## config.mk

```make
export PLATFORM = sky130hd
export DESIGN_NAME = maxpool_l1
export DESIGN_NICKNAME = d
export VERILOG_FILES = /design/src/rtl/conv_pkg.sv /design/src/rtl/pool_addr_gen.sv /design/src/rtl/maxpool_l1.sv
export SDC_FILE = /design/constraint.sdc
export NUM_CORES = 1
export LEC_CHECK = 0
export BUFFER_PORTS_ARGS = -buffer_cell sky130_fd_sc_hd__buf_2
export CORE_AREA = 5 5 123 125
export CTS_BUF_LIST = sky130_fd_sc_hd__clkbuf_4 sky130_fd_sc_hd__clkbuf_8
export CTS_CLUSTER_DIAMETER = 80
export DETAILED_ROUTE_END_ITERATION = 16
export DIE_AREA = 0 0 128 130
export GPL_ROUTABILITY_DRIVEN = 0
export SYNTH_ARGS = -nofsm -noshare
export SYNTH_HDL_FRONTEND = slang
export SYNTH_SLANG_ARGS = --single-unit
export TNS_END_PERCENT = 10
```

## constraint.sdc

```tcl
create_clock -name clk -period 3 [get_ports clk]
set_input_delay 0.3 -clock clk [delete_from_list [all_inputs] [get_ports clk]]
set_output_delay 0.3 -clock clk [all_outputs]
set_load 0.005 [all_outputs]
```

## src/rtl/conv_pkg.sv

```systemverilog
// Shared constants, memory-select encodings and FSM state codes for the CONV accelerator.
// Also holds the signed max helper used by the pooling stages.
package conv_pkg;

  localparam int IMG_W  = 64;
  localparam int POOL_W = IMG_W / 2;
  localparam int DW     = 20;
  localparam int AW     = 12;
  localparam int PW     = $clog2(POOL_W);

  localparam logic [2:0] CSEL_NONE = 3'b000;
  localparam logic [2:0] CSEL_L0   = 3'b001;
  localparam logic [2:0] CSEL_L1   = 3'b011;

  typedef logic [2:0] state_t;

  localparam state_t ST_IDLE  = 3'd0;
  localparam state_t ST_READ  = 3'd1;
  localparam state_t ST_LAST  = 3'd2;
  localparam state_t ST_WRITE = 3'd3;
  localparam state_t ST_DONE  = 3'd4;

  // Ties keep the stored value, so the result is always one of the inputs.
  function automatic logic [DW-1:0] smax(input logic [DW-1:0] keep,
                                         input logic [DW-1:0] cand);
    return ($signed(cand) > $signed(keep)) ? cand : keep;
  endfunction

endpackage

```

## src/rtl/pool_addr_gen.sv

```systemverilog
// Row/column/window counters for 2x2 stride-2 pooling; addresses are pure bit
// concatenations of the counters, so no multipliers are needed.
module pool_addr_gen
  import conv_pkg::*;
(
  input  logic          clk,
  input  logic          reset,
  input  logic          clear,
  input  logic          k_step,
  input  logic          pix_step,
  output logic [1:0]    k,
  output logic          last_k,
  output logic          last_pix,
  output logic [AW-1:0] caddr_rd,
  output logic [AW-1:0] caddr_wr
);

  logic [PW-1:0] r_reg;
  logic [PW-1:0] c_reg;
  logic [1:0]    k_reg;

  always_ff @(posedge clk or posedge reset) begin
    if (reset) begin
      r_reg <= '0;
      c_reg <= '0;
      k_reg <= '0;
    end else if (clear) begin
      r_reg <= '0;
      c_reg <= '0;
      k_reg <= '0;
    end else begin
      if (k_step) begin
        k_reg <= k_reg + 2'd1;
      end
      // r advances only when c wraps from its last column.
      if (pix_step) begin
        {r_reg, c_reg} <= {r_reg, c_reg} + (2*PW)'(1);
      end
    end
  end

  assign k        = k_reg;
  assign last_k   = (k_reg == 2'd3);
  assign last_pix = (&r_reg) && (&c_reg);

  // Source (2r+k1)*IMG_W + 2c+k0, written as a bit layout.
  assign caddr_rd = AW'({r_reg, k_reg[1], c_reg, k_reg[0]});
  assign caddr_wr = AW'({r_reg, c_reg});

endmodule

```

## src/rtl/maxpool_l1.sv

```systemverilog
// Layer-1 2x2 max pooling: reads layer-0 memory, writes the pooled 32x32 map to layer-1.
// Outputs are registered from the next state, so each bus phase lags its FSM decision by one edge.
module maxpool_l1
  import conv_pkg::*;
(
  input  logic          clk,
  input  logic          reset,
  input  logic          start,
  output logic          busy,
  output logic          done,
  output logic          crd,
  output logic [AW-1:0] caddr_rd,
  input  logic [DW-1:0] cdata_rd,
  output logic          cwr,
  output logic [AW-1:0] caddr_wr,
  output logic [DW-1:0] cdata_wr,
  output logic [2:0]    csel
);

  state_t        state_reg;
  state_t        state_next;
  logic          busy_next;
  logic [DW-1:0] max_reg;
  logic [1:0]    k;
  logic          last_k;
  logic          last_pix;
  logic          accept;

  assign accept = (state_reg == ST_IDLE) && start && !busy;

  pool_addr_gen u_addr (
    .clk      (clk),
    .reset    (reset),
    .clear    (accept),
    .k_step   (state_reg == ST_READ),
    .pix_step (state_reg == ST_WRITE),
    .k        (k),
    .last_k   (last_k),
    .last_pix (last_pix),
    .caddr_rd (caddr_rd),
    .caddr_wr (caddr_wr)
  );

  // IDLE with busy set is the one-cycle arm slot between start and the first read.
  always_comb begin
    state_next = state_reg;
    busy_next  = busy;
    case (state_reg)
      ST_IDLE: begin
        if (busy) begin
          state_next = ST_READ;
        end else if (start) begin
          busy_next = 1'b1;
        end
      end
      ST_READ:  if (last_k) state_next = ST_LAST;
      ST_LAST:  state_next = ST_WRITE;
      ST_WRITE: state_next = last_pix ? ST_DONE : ST_READ;
      ST_DONE:  state_next = ST_IDLE;
      default:  state_next = ST_IDLE;
    endcase
    if (state_next == ST_DONE) begin
      busy_next = 1'b0;
    end
  end

  always_ff @(posedge clk or posedge reset) begin
    if (reset) begin
      state_reg <= ST_IDLE;
      busy      <= 1'b0;
      done      <= 1'b0;
      crd       <= 1'b0;
      cwr       <= 1'b0;
      csel      <= CSEL_NONE;
      max_reg   <= '0;
      cdata_wr  <= '0;
    end else begin
      state_reg <= state_next;
      busy      <= busy_next;
      done      <= (state_next == ST_DONE);
      crd       <= (state_next == ST_READ);
      cwr       <= (state_next == ST_WRITE);
      case (state_next)
        ST_READ, ST_LAST: csel <= CSEL_L0;
        ST_WRITE:         csel <= CSEL_L1;
        default:          csel <= CSEL_NONE;
      endcase
      // Sample k-1 is on cdata_rd while the bus shows read k; sample 0 loads unconditionally.
      if (state_reg == ST_READ) begin
        if (k == 2'd1) begin
          max_reg <= cdata_rd;
        end else if (k != 2'd0) begin
          max_reg <= smax(max_reg, cdata_rd);
        end
      end
      if (state_reg == ST_LAST) begin
        cdata_wr <= smax(max_reg, cdata_rd);
      end
    end
  end

endmodule

```

==> results of run 1 <==
[through the flow]
step	setup WS [ps]	hold WS [ps]	instances	instance area [µm²]	util (%)
floorplan	449	452	314	3260	-
global placement	227	447	545	3730	27.1
detailed placement	185	456	545	3730	27.1
CTS	209	76.2	561	3920	28.5
global route	70.9	140	561	3920	28.5
finish	231	64.1	561	3920	28.5
[how the worst min path moves through the flow]
stage / from / end / slack, ps
after global placement: reset / csel[1] / 450
final: reset / csel[1] / 60
after CTS: reset / cdata_wr[8] / 80
after detailed placement: reset / csel[1] / 460
after global routing: reset / max_reg[4] / 140
after floorplan: cdata_rd[0] / max_reg[0] / 450
[area by class of cell]
cell class | count | area (µm²) | share of cell area [%]
Tap cell | 180 | 225 | 5.74
Inverter | 24 | 90.1 | 2.30
Clock inverter | 3 | 21.3 | 0.542
Multi-Input combinational cell | 205 | 1500 | 38.2
Timing Repair Buffer | 76 | 420 | 10.7
Sequential cell | 60 | 1500 | 38.3
Clock buffer | 13 | 166 | 4.24
[cell families after synthesis]
group                      synth area share (%)
buffers and inverters                      8.21
DFF                                        46.2
xor gates and xnor gates                   2.16
other                                     0.115
adders and majority gates                  9.63
and+or+nand+nor                            11.1
muxes                                      14.5
AOI/OAI and AO/OA                          8.05
[per-layer routing]
layer | vias up | track usage [%] | share of wire (%)
li1 | 1173 | - | -
met1 | 1179 | 11.5 | 44
met2 | 47 | 14.6 | 47
met3 | 8 | 3.44 | 6.5
met4 | 2 | 3.75 | 1.4
met5 | - | 0 | 0.27
[cells in the final DEF, fill, tap and decap left out, drive strengths merged, types with 4 or more instances in the layout]
cell and instances:
a21oi 31, buf 76, clkbuf 13, dfrtp 60
ha 25, inv 24, mux2 21, mux2i 23
nand2 11, nand3 7, nand4 4, nor2 40
o21ai 9, xor2 5
[power groups by stage]
stage                     registers, µW  clock network (µW)  logic [µW]
final                              1430                 689        2010
after global routing               1490                 760        2260
after CTS                          1440                 724        2070
after detailed placement           1450                   0        2060
after global placement             1420                   0        2010
after floorplan                    1400                   0        1530
==> impl_metrics.yaml, run 1 <==
outcome:
  status: "finished clean"
drt:
  drtIter0Drc: 92
  routed_via_density: 4.29
  drc: 0
  routed_wl_mm: 7.30
  firstDrtPassIters: 4
  vias: 2409
  ant_nets: 0
  wl_per_cell_um: 13.0
setup_path:
  arrival_ps: 2990
  cp-end-kind: "flip-flop"
  r2r.worst_path.cells: 10
  crit_family: "compound AO/OA/AOI/OAI gates"
  slowest_delay_ps: 490
  crit_buf_inv: 2
  rrSetupSlack_ps: 230
  critPathKind: "flip-flop to flip-flop"
  critPathSlowestCell: "a2111o_1"
  timing.rr.start: "max_reg[10]"
  worstPathCellList: "inv_1 -> ha_1 -> a21oi_1 -> nand2_1 -> a221o_1 -> a2111o_1 -> xor2_1 -> o21ai_2 -> buf_12 -> mux2_2"
  cp_data_required_time_ps: 3220
  crit_cells: 10
  critPathCapture: "max_reg[7]"
  start_kind: "flip-flop"
  worst-path-max-fanout: 20
  worstReg2RegEnd: "max_reg[7]"
  critPathLaunch: "max_reg[10]"
logic_synthesis:
  yosysWarnings: 0
  synth_top_area_share_pct: 46.2
  syn_avg_cell_area_um2: 10.4
  ys_types: 36
  synthCells: 312
  synth_edf_count: 0
  synth_common_cells: "60 x dfrtp_1, 40 x nor2_1, 31 x a21oi_1"
  synthMostInstantiatedCell: "dfrtp_1"
  async_flop_share_pct: 100
  synth_top_area_cell: "dfrtp_1"
  synth_ff_type: "dfrtp_1"
  ys_seq_area_share_pct: 46.2
  synthTopCellsByArea: "dfrtp_1 46%, ha_1 9.6%, mux2_2 7.3%"
  ys_seq_elements: 60
  syn_area_um2: 3250
sta:
  max_clock_freq_mhz: 361
  setup_viol_count_final: 0
  finalCritPeriodShare_pct: 92.3
  finalClockSkew_ps: 9.41
  slew_headroom_pct: 54.3
  rsz0062_at_grt: "no"
  report.final.hold_viol_count: 0
  drv_slew: 0
  setup_tns_ps: 0
  worst_pin_slew_ps: 685
  min_period_ps: 2770
clock_network:
  postCtsSetupBuffers: 0
  cts_inserted_buffers: 9
  cts_sinks: 60
  clk_latency_ps: 340
  cts_hold_buffers: 0
  cts_tree: "built"
  cts_resized: 0
  path_clk_slew_ps: 70
  clk_path_buf_depth: 2
  htreeDepth: 3
  cts_root_buffer: "clkbuf_8"
final_layout:
  drive_gt1_share_pct: 31.0
  n_fill_cell: 1491
  area_growth_pct: 20.7
  fin_nets: 424
  diodes: 0
floorplan:
  die-height_um: 130
  num_rows: 43
  core-area_um2: 13800
  initial_core_util_pct: 23.6
  die_w_um: 128
  io_pins: 74
  die_area_um2: 16600
pwr:
  comb_power_share_pct: 48.8
  switching_share_pct: 37.1
  p_leak_uw: 0.00194
  clockPowerShare_pct: 16.7
  p_seq_share_pct: 34.6
  p_per_area_nw_per_um2: 1050
  ir_worst_vdd_mv: 0.292
  p_int_uw: 2600
  total_power_uw: 4130
  p_sw_uw: 1530
grt:
  overflow: 0
  grt_pass1_wl_mm: 12.1
  grt_pass1_vias: 2434
  grt_use_total_pct: 9.26
  grt_max_degree: 42
  grt_antenna_before_repair: 1
place:
  dp_hpwl_mm: 5.47
  numPortBuffers: 70
worst_hold_path:
  hp-class: "input pin to asynchronous set/reset pin"
run:
  drv_cap: 0
(Power assumes the default switching activity.)
==> inputs of run 2 (changes only) <==
Settings changed: ABC_AREA set to 1, CORE_AREA 5 5 123 125 to 5 5 133 135, DIE_AREA 0 0 128 130 to 0 0 138 140.
==> run 2 against run 1 <==
Synthesized area up 18%. Non-clock buffer count shrank 1. First-iteration DRC count is 53% higher. Synthesized cell count grew 70%. Critical path type unchanged.
==> impl_metrics.yaml, run 2 <==
clock_network:
  cts_resized: 0
  cts_inserted_buffers: 9
  path_clk_slew_ps: 80
  postCtsSetupBuffers: 0
  cts_sinks: 60
  htreeDepth: 3
  clk_path_buf_depth: 2
  cts_tree: "built"
  cts_hold_buffers: 0
  cts_root_buffer: "clkbuf_8"
  clk_latency_ps: 350
setup_path:
  critPathSlowestCell: "nand2_2"
  start_kind: "flip-flop"
  arrival_ps: 2710
  critPathKind: "flip-flop to flip-flop"
  slowest_delay_ps: 490
  cp-end-kind: "flip-flop"
  rrSetupSlack_ps: 580
  worstPathCellList: "inv_1 -> ha_1 -> nand2_1 -> nor2_2 -> nand2_2 -> nor2_4 -> nand2_2 -> nand3_2 -> nand2_1 -> nand2_2 -> nand3_2 -> nand2_1 -> nand2_1 -> nand2_1"
  cpMostUsedCell: "nand2_1"
  worst-path-max-fanout: 20
  cp_data_required_time_ps: 3290
  crit_buf_inv: 1
  crit_family: "simple AND/OR/NAND/NOR gates"
grt:
  grt_antenna_before_repair: 1
  overflow: 0
  grt_use_total_pct: 10.2
  grt_max_degree: 41
  grt_pass1_vias: 3139
  grt_pass1_wl_mm: 16.1
place:
  numPortBuffers: 70
  dp_hpwl_mm: 7.16
sta:
  max_clock_freq_mhz: 413
  report.final.hold_viol_count: 0
  setup_viol_count_final: 0
  finalClockSkew_ps: 13.3
  slew_headroom_pct: 46.1
  rsz0062_at_grt: "no"
  min_period_ps: 2420
  setup_tns_ps: 0
  worst_pin_slew_ps: 807
  drv_slew: 0
  fin_hold_ws_ps: 43.3
  finalCritPeriodShare_pct: 80.7
pwr:
  ir_worst_vdd_mv: 0.359
  p_leak_uw: 0.00258
  p_per_area_nw_per_um2: 1010
logic_synthesis:
  synth_ff_type: "dfrtp_1"
  ys_seq_elements: 60
  synth_top_area_share_pct: 39.3
  synth_common_cells: "204 x nand2_1, 60 x dfrtp_1, 55 x inv_1"
  synth_top_area_cell: "dfrtp_1"
  ys_types: 29
  yosysWarnings: 0
  synthTopCellsByArea: "dfrtp_1 39%, nand2_1 20%, ha_1 8.2%"
  syn_area_um2: 3820
  synthMostInstantiatedCell: "nand2_1"
  synth_edf_count: 0
  ys_seq_area_share_pct: 39.3
  syn_avg_cell_area_um2: 7.22
  async_flop_share_pct: 100
  synthCells: 529
run:
  drv_cap: 0
final_layout:
  diodes: 0
  layout_commonest_cell: "nand2_1"
  final_cell_mix: "204 x nand2_1, 70 x buf_2, 60 x dfrtp_1, 54 x inv_1, 54 x nor2_1"
  fin_nets: 631
  drive_gt1_share_pct: 21.1
  area_growth_pct: 19.1
floorplan:
  die_w_um: 138
  core-area_um2: 16300
  die_area_um2: 19300
  initial_core_util_pct: 23.4
  num_rows: 47
  die-height_um: 140
  io_pins: 74
drt:
  drtIter0Drc: 141
  drc: 0
  firstDrtPassIters: 4
  wl_per_cell_um: 11.9
  vias: 3350
  routed_via_density: 4.15
  routed_wl_mm: 9.64
  ant_nets: 0
worst_hold_path:
  hp-class: "input pin to asynchronous set/reset pin"
outcome:
  status: "finished clean"
## run 2: changes by cell type after synthesis, moves of 4 or more
cell	previous run	this run
nand2_1	11	204
buf_6	4	0
clkbuf_1	7	14
xor2_1	5	0
nand3_2	0	21
nor2_1	40	54
a21oi_1	31	14
mux2_2	21	0
nand3_1	7	27
mux2i_1	22	0
buf_2	0	4
inv_1	24	55
## run 2: worst reg2reg max path: cells and delay by family, from the launching register on
family	cells	cell delay [ps]
adders and majority gates	1	340
buffers and inverters	1	50
DFF	1	370
and+or+nand+nor	12	1600
## run 2: report_power, final
group / switching (µW) / total (µW) / internal [µW]
Combinational: 1460 / 2320 / 856
Sequential: 229 / 1370 / 1140
Clock: 346 / 920 / 574
Total: 2040 / 4610 / 2570
## run 2: metal layers
metal | vias up | GRT usage [%] | wire length, µm
met5 | - | 0 | 20
met4 | 2 | 2.18 | 81
met3 | 11 | 3.65 | 582
met2 | 73 | 16.0 | 4210
met1 | 1526 | 13.6 | 4740
li1 | 1738 | - | -
## run 2: cell type report
cell class              instances  area (µm²)
fillers                      1835       11800
multi-input cells             379        1900
clock inverters                 6         111
clock buffers                  10         138
well taps                     220         275
flip-flops and latches         60        1500
inverters                      58         218
repair buffers                 75         400
## run 2: final timing paths
kind,start,end,cells past startpoint
max,max_reg[19],cdata_wr[16],14
min,reset,u_addr.r_reg[1],2
max reg2reg,max_reg[19],cdata_wr[16],14
min reg2reg,cdata_wr[0],cdata_wr[0],2
max in group asynchronous,reset,cdata_wr[3],3
min in group clk,start,busy,5
## run 2: cells by family after synthesis
logic type	after synthesis	synth area share, %
AOI/OAI and AO/OA	29	4.03
adders and majority gates	25	8.19
buffers and inverters	92	11.1
DFF	60	39.3
other	1	0.0982
and+or+nand+nor	322	37.2
## run 2: per-stage QoR
stage | instance area (µm²) | util, % | power, µW | setup WS, ps | cells
floorplan | 3820 | - | 3160 | 1130 | 531
global placement | 4300 | 26.3 | 3720 | 567 | 792
detailed placement | 4300 | 26.3 | 3740 | 574 | 792
CTS | 4550 | 27.8 | 4680 | 583 | 808
global route | 4550 | 27.8 | 5120 | 314 | 808
finish | 4550 | 27.8 | 4610 | 579 | 808
==> inputs of run 3 (changes only) <==
Clock period 3 ns to 2.4 ns, I/O delays scaled along.
==> run 3 against run 2 <==
Clock skew fell by 1.4 ps. Wire length grew 2.3%. Sequential share of layout area increased by 0.15 points. Worst hold slack better by 170 ps. Largest power group unchanged. Highest routed layer is now met4.
==> impl_metrics.yaml, run 3 (synthesis results as in run 2) <==
outcome:
  status: "finished clean"
place:
  numPortBuffers: 70
  pre_cts_slack_ps: 274
  dp_hpwl_mm: 7.12
drt:
  routed_wl_mm: 9.86
  drc: 0
  routed_via_density: 4.13
  firstDrtPassIters: 4
  vias: 3359
  drtIter0Drc: 149
  ant_nets: 0
  wl_per_cell_um: 12.1
clock_network:
  path_clk_slew_ps: 80
  htreeDepth: 3
  cts_tree: "built"
  cts_inserted_buffers: 9
  cts_sinks: 60
  cts_resized: 0
  cts_hold_buffers: 1
  postCtsSetupBuffers: 0
  clk_path_buf_depth: 2
  clk_latency_ps: 360
  cts_root_buffer: "clkbuf_8"
pwr:
  ir_worst_vdd_mv: 0.428
  clockPowerShare_pct: 15.1
  comb_power_share_pct: 54.3
  p_seq_share_pct: 30.6
  p_sw_uw: 2600
  p_per_area_nw_per_um2: 1230
  p_int_uw: 2970
  p_leak_uw: 0.00258
  switching_share_pct: 46.6
setup_path:
  worst-path-max-fanout: 15
  critPathKind: "flip-flop to flip-flop"
  cp-end-kind: "flip-flop"
  arrival_ps: 2380
  start_kind: "flip-flop"
  cp_data_required_time_ps: 2650
  r2r.worst_path.cells: 15
sta:
  report.final.hold_viol_count: 0
  rsz0062_at_grt: "no"
  setup_viol_count_final: 0
  setup_slack_ps: 269
  drv_slew: 0
  max_clock_freq_mhz: 469
  worst_pin_slew_ps: 860
  slew_headroom_pct: 42.6
  min_period_ps: 2130
  finalClockSkew_ps: 11.9
  finalCritPeriodShare_pct: 88.8
  setup_tns_ps: 0
floorplan:
  die_area_um2: 19300
  num_rows: 47
  initial_core_util_pct: 23.4
  die-height_um: 140
  core-area_um2: 16300
  io_pins: 74
  die_w_um: 138
final_layout:
  diodes: 0
  layout_commonest_cell: "nand2_1"
  area_growth_pct: 18.6
  final_cell_mix: "204 x nand2_1, 70 x buf_2, 60 x dfrtp_1, 54 x inv_1, 54 x nor2_1"
  n_fill_cell: 1842
  drive_gt1_share_pct: 21.6
  fin_nets: 636
grt:
  grt_pass1_wl_mm: 16.5
  grt_pass1_vias: 3264
  grt_use_total_pct: 10.5
  grt_max_degree: 41
  grt_antenna_before_repair: 0
  overflow: 0
worst_hold_path:
  hold_path_depth: 5
  hp-class: "input pin to flip-flop"
run:
  drv_cap: 0
-- run 3: critical path, cell delays in order, from the launching register on --
cell and delay, ps:
dfrtp_1 360, inv_1 50, ha_1 330, nand2_1 120
inv_1 40, nand2_1 60, nand2_1 40, a21oi_1 240
nand3_2 110, nand2_1 60, nand3_1 90, buf_4 210
nand2_1 90, nand3_1 80, nand2_1 90, nand2_1 50
-- run 3: path summary, 6_finish.rpt --
path	start	end	slack, ps
hold reg to reg	cdata_wr[1]	cdata_wr[1]	470
setup / recovery	max_reg[19]	max_reg[0]	270
min in group asynchronous	reset	cdata_wr[12]	500
setup reg to reg	max_reg[19]	max_reg[0]	270
hold / removal	start	busy	210
max in group asynchronous	reset	max_reg[5]	1260
-- run 3: area by class of cell --
class	count	area [µm²]	area share (%)
Timing Repair Buffer	80	453	10.0
Multi-Input combinational cell	379	1900	42.0
Inverter	58	218	4.81
Clock inverter	7	52.6	1.16
Sequential cell	60	1500	33.2
Tap cell	220	275	6.08
Clock buffer	9	124	2.74
-- run 3: power by group through the flow --
stage / logic, µW / clock network (µW) / registers [µW]
final: 3030 / 843 / 1700
after global routing: 3560 / 916 / 1770
after CTS: 3080 / 881 / 1710
after detailed placement: 3070 / 0 / 1730
after global placement: 3030 / 0 / 1720
after floorplan: 2260 / 0 / 1700
-- run 3: metal layers --
metal / routed length [µm] / global-route usage (%)
met1: 4740 / 13.8
met2: 4360 / 16.7
met3: 614 / 3.24
met4: 140 / 3.48
met5: 0 / 0
-- run 3: through the flow --
stage                     cells  total power, µW  hold slack [ps]  utilization, %  cell area, µm²
after floorplan             531             3950              459               -            3820
after global placement      796             4750              357            26.5            4340
after detailed placement    796             4800              370            26.5            4340
after CTS                   813             5670              208            27.7            4530
after global routing        813             6240              245            27.7            4530
final                       813             5570              211            27.7            4530
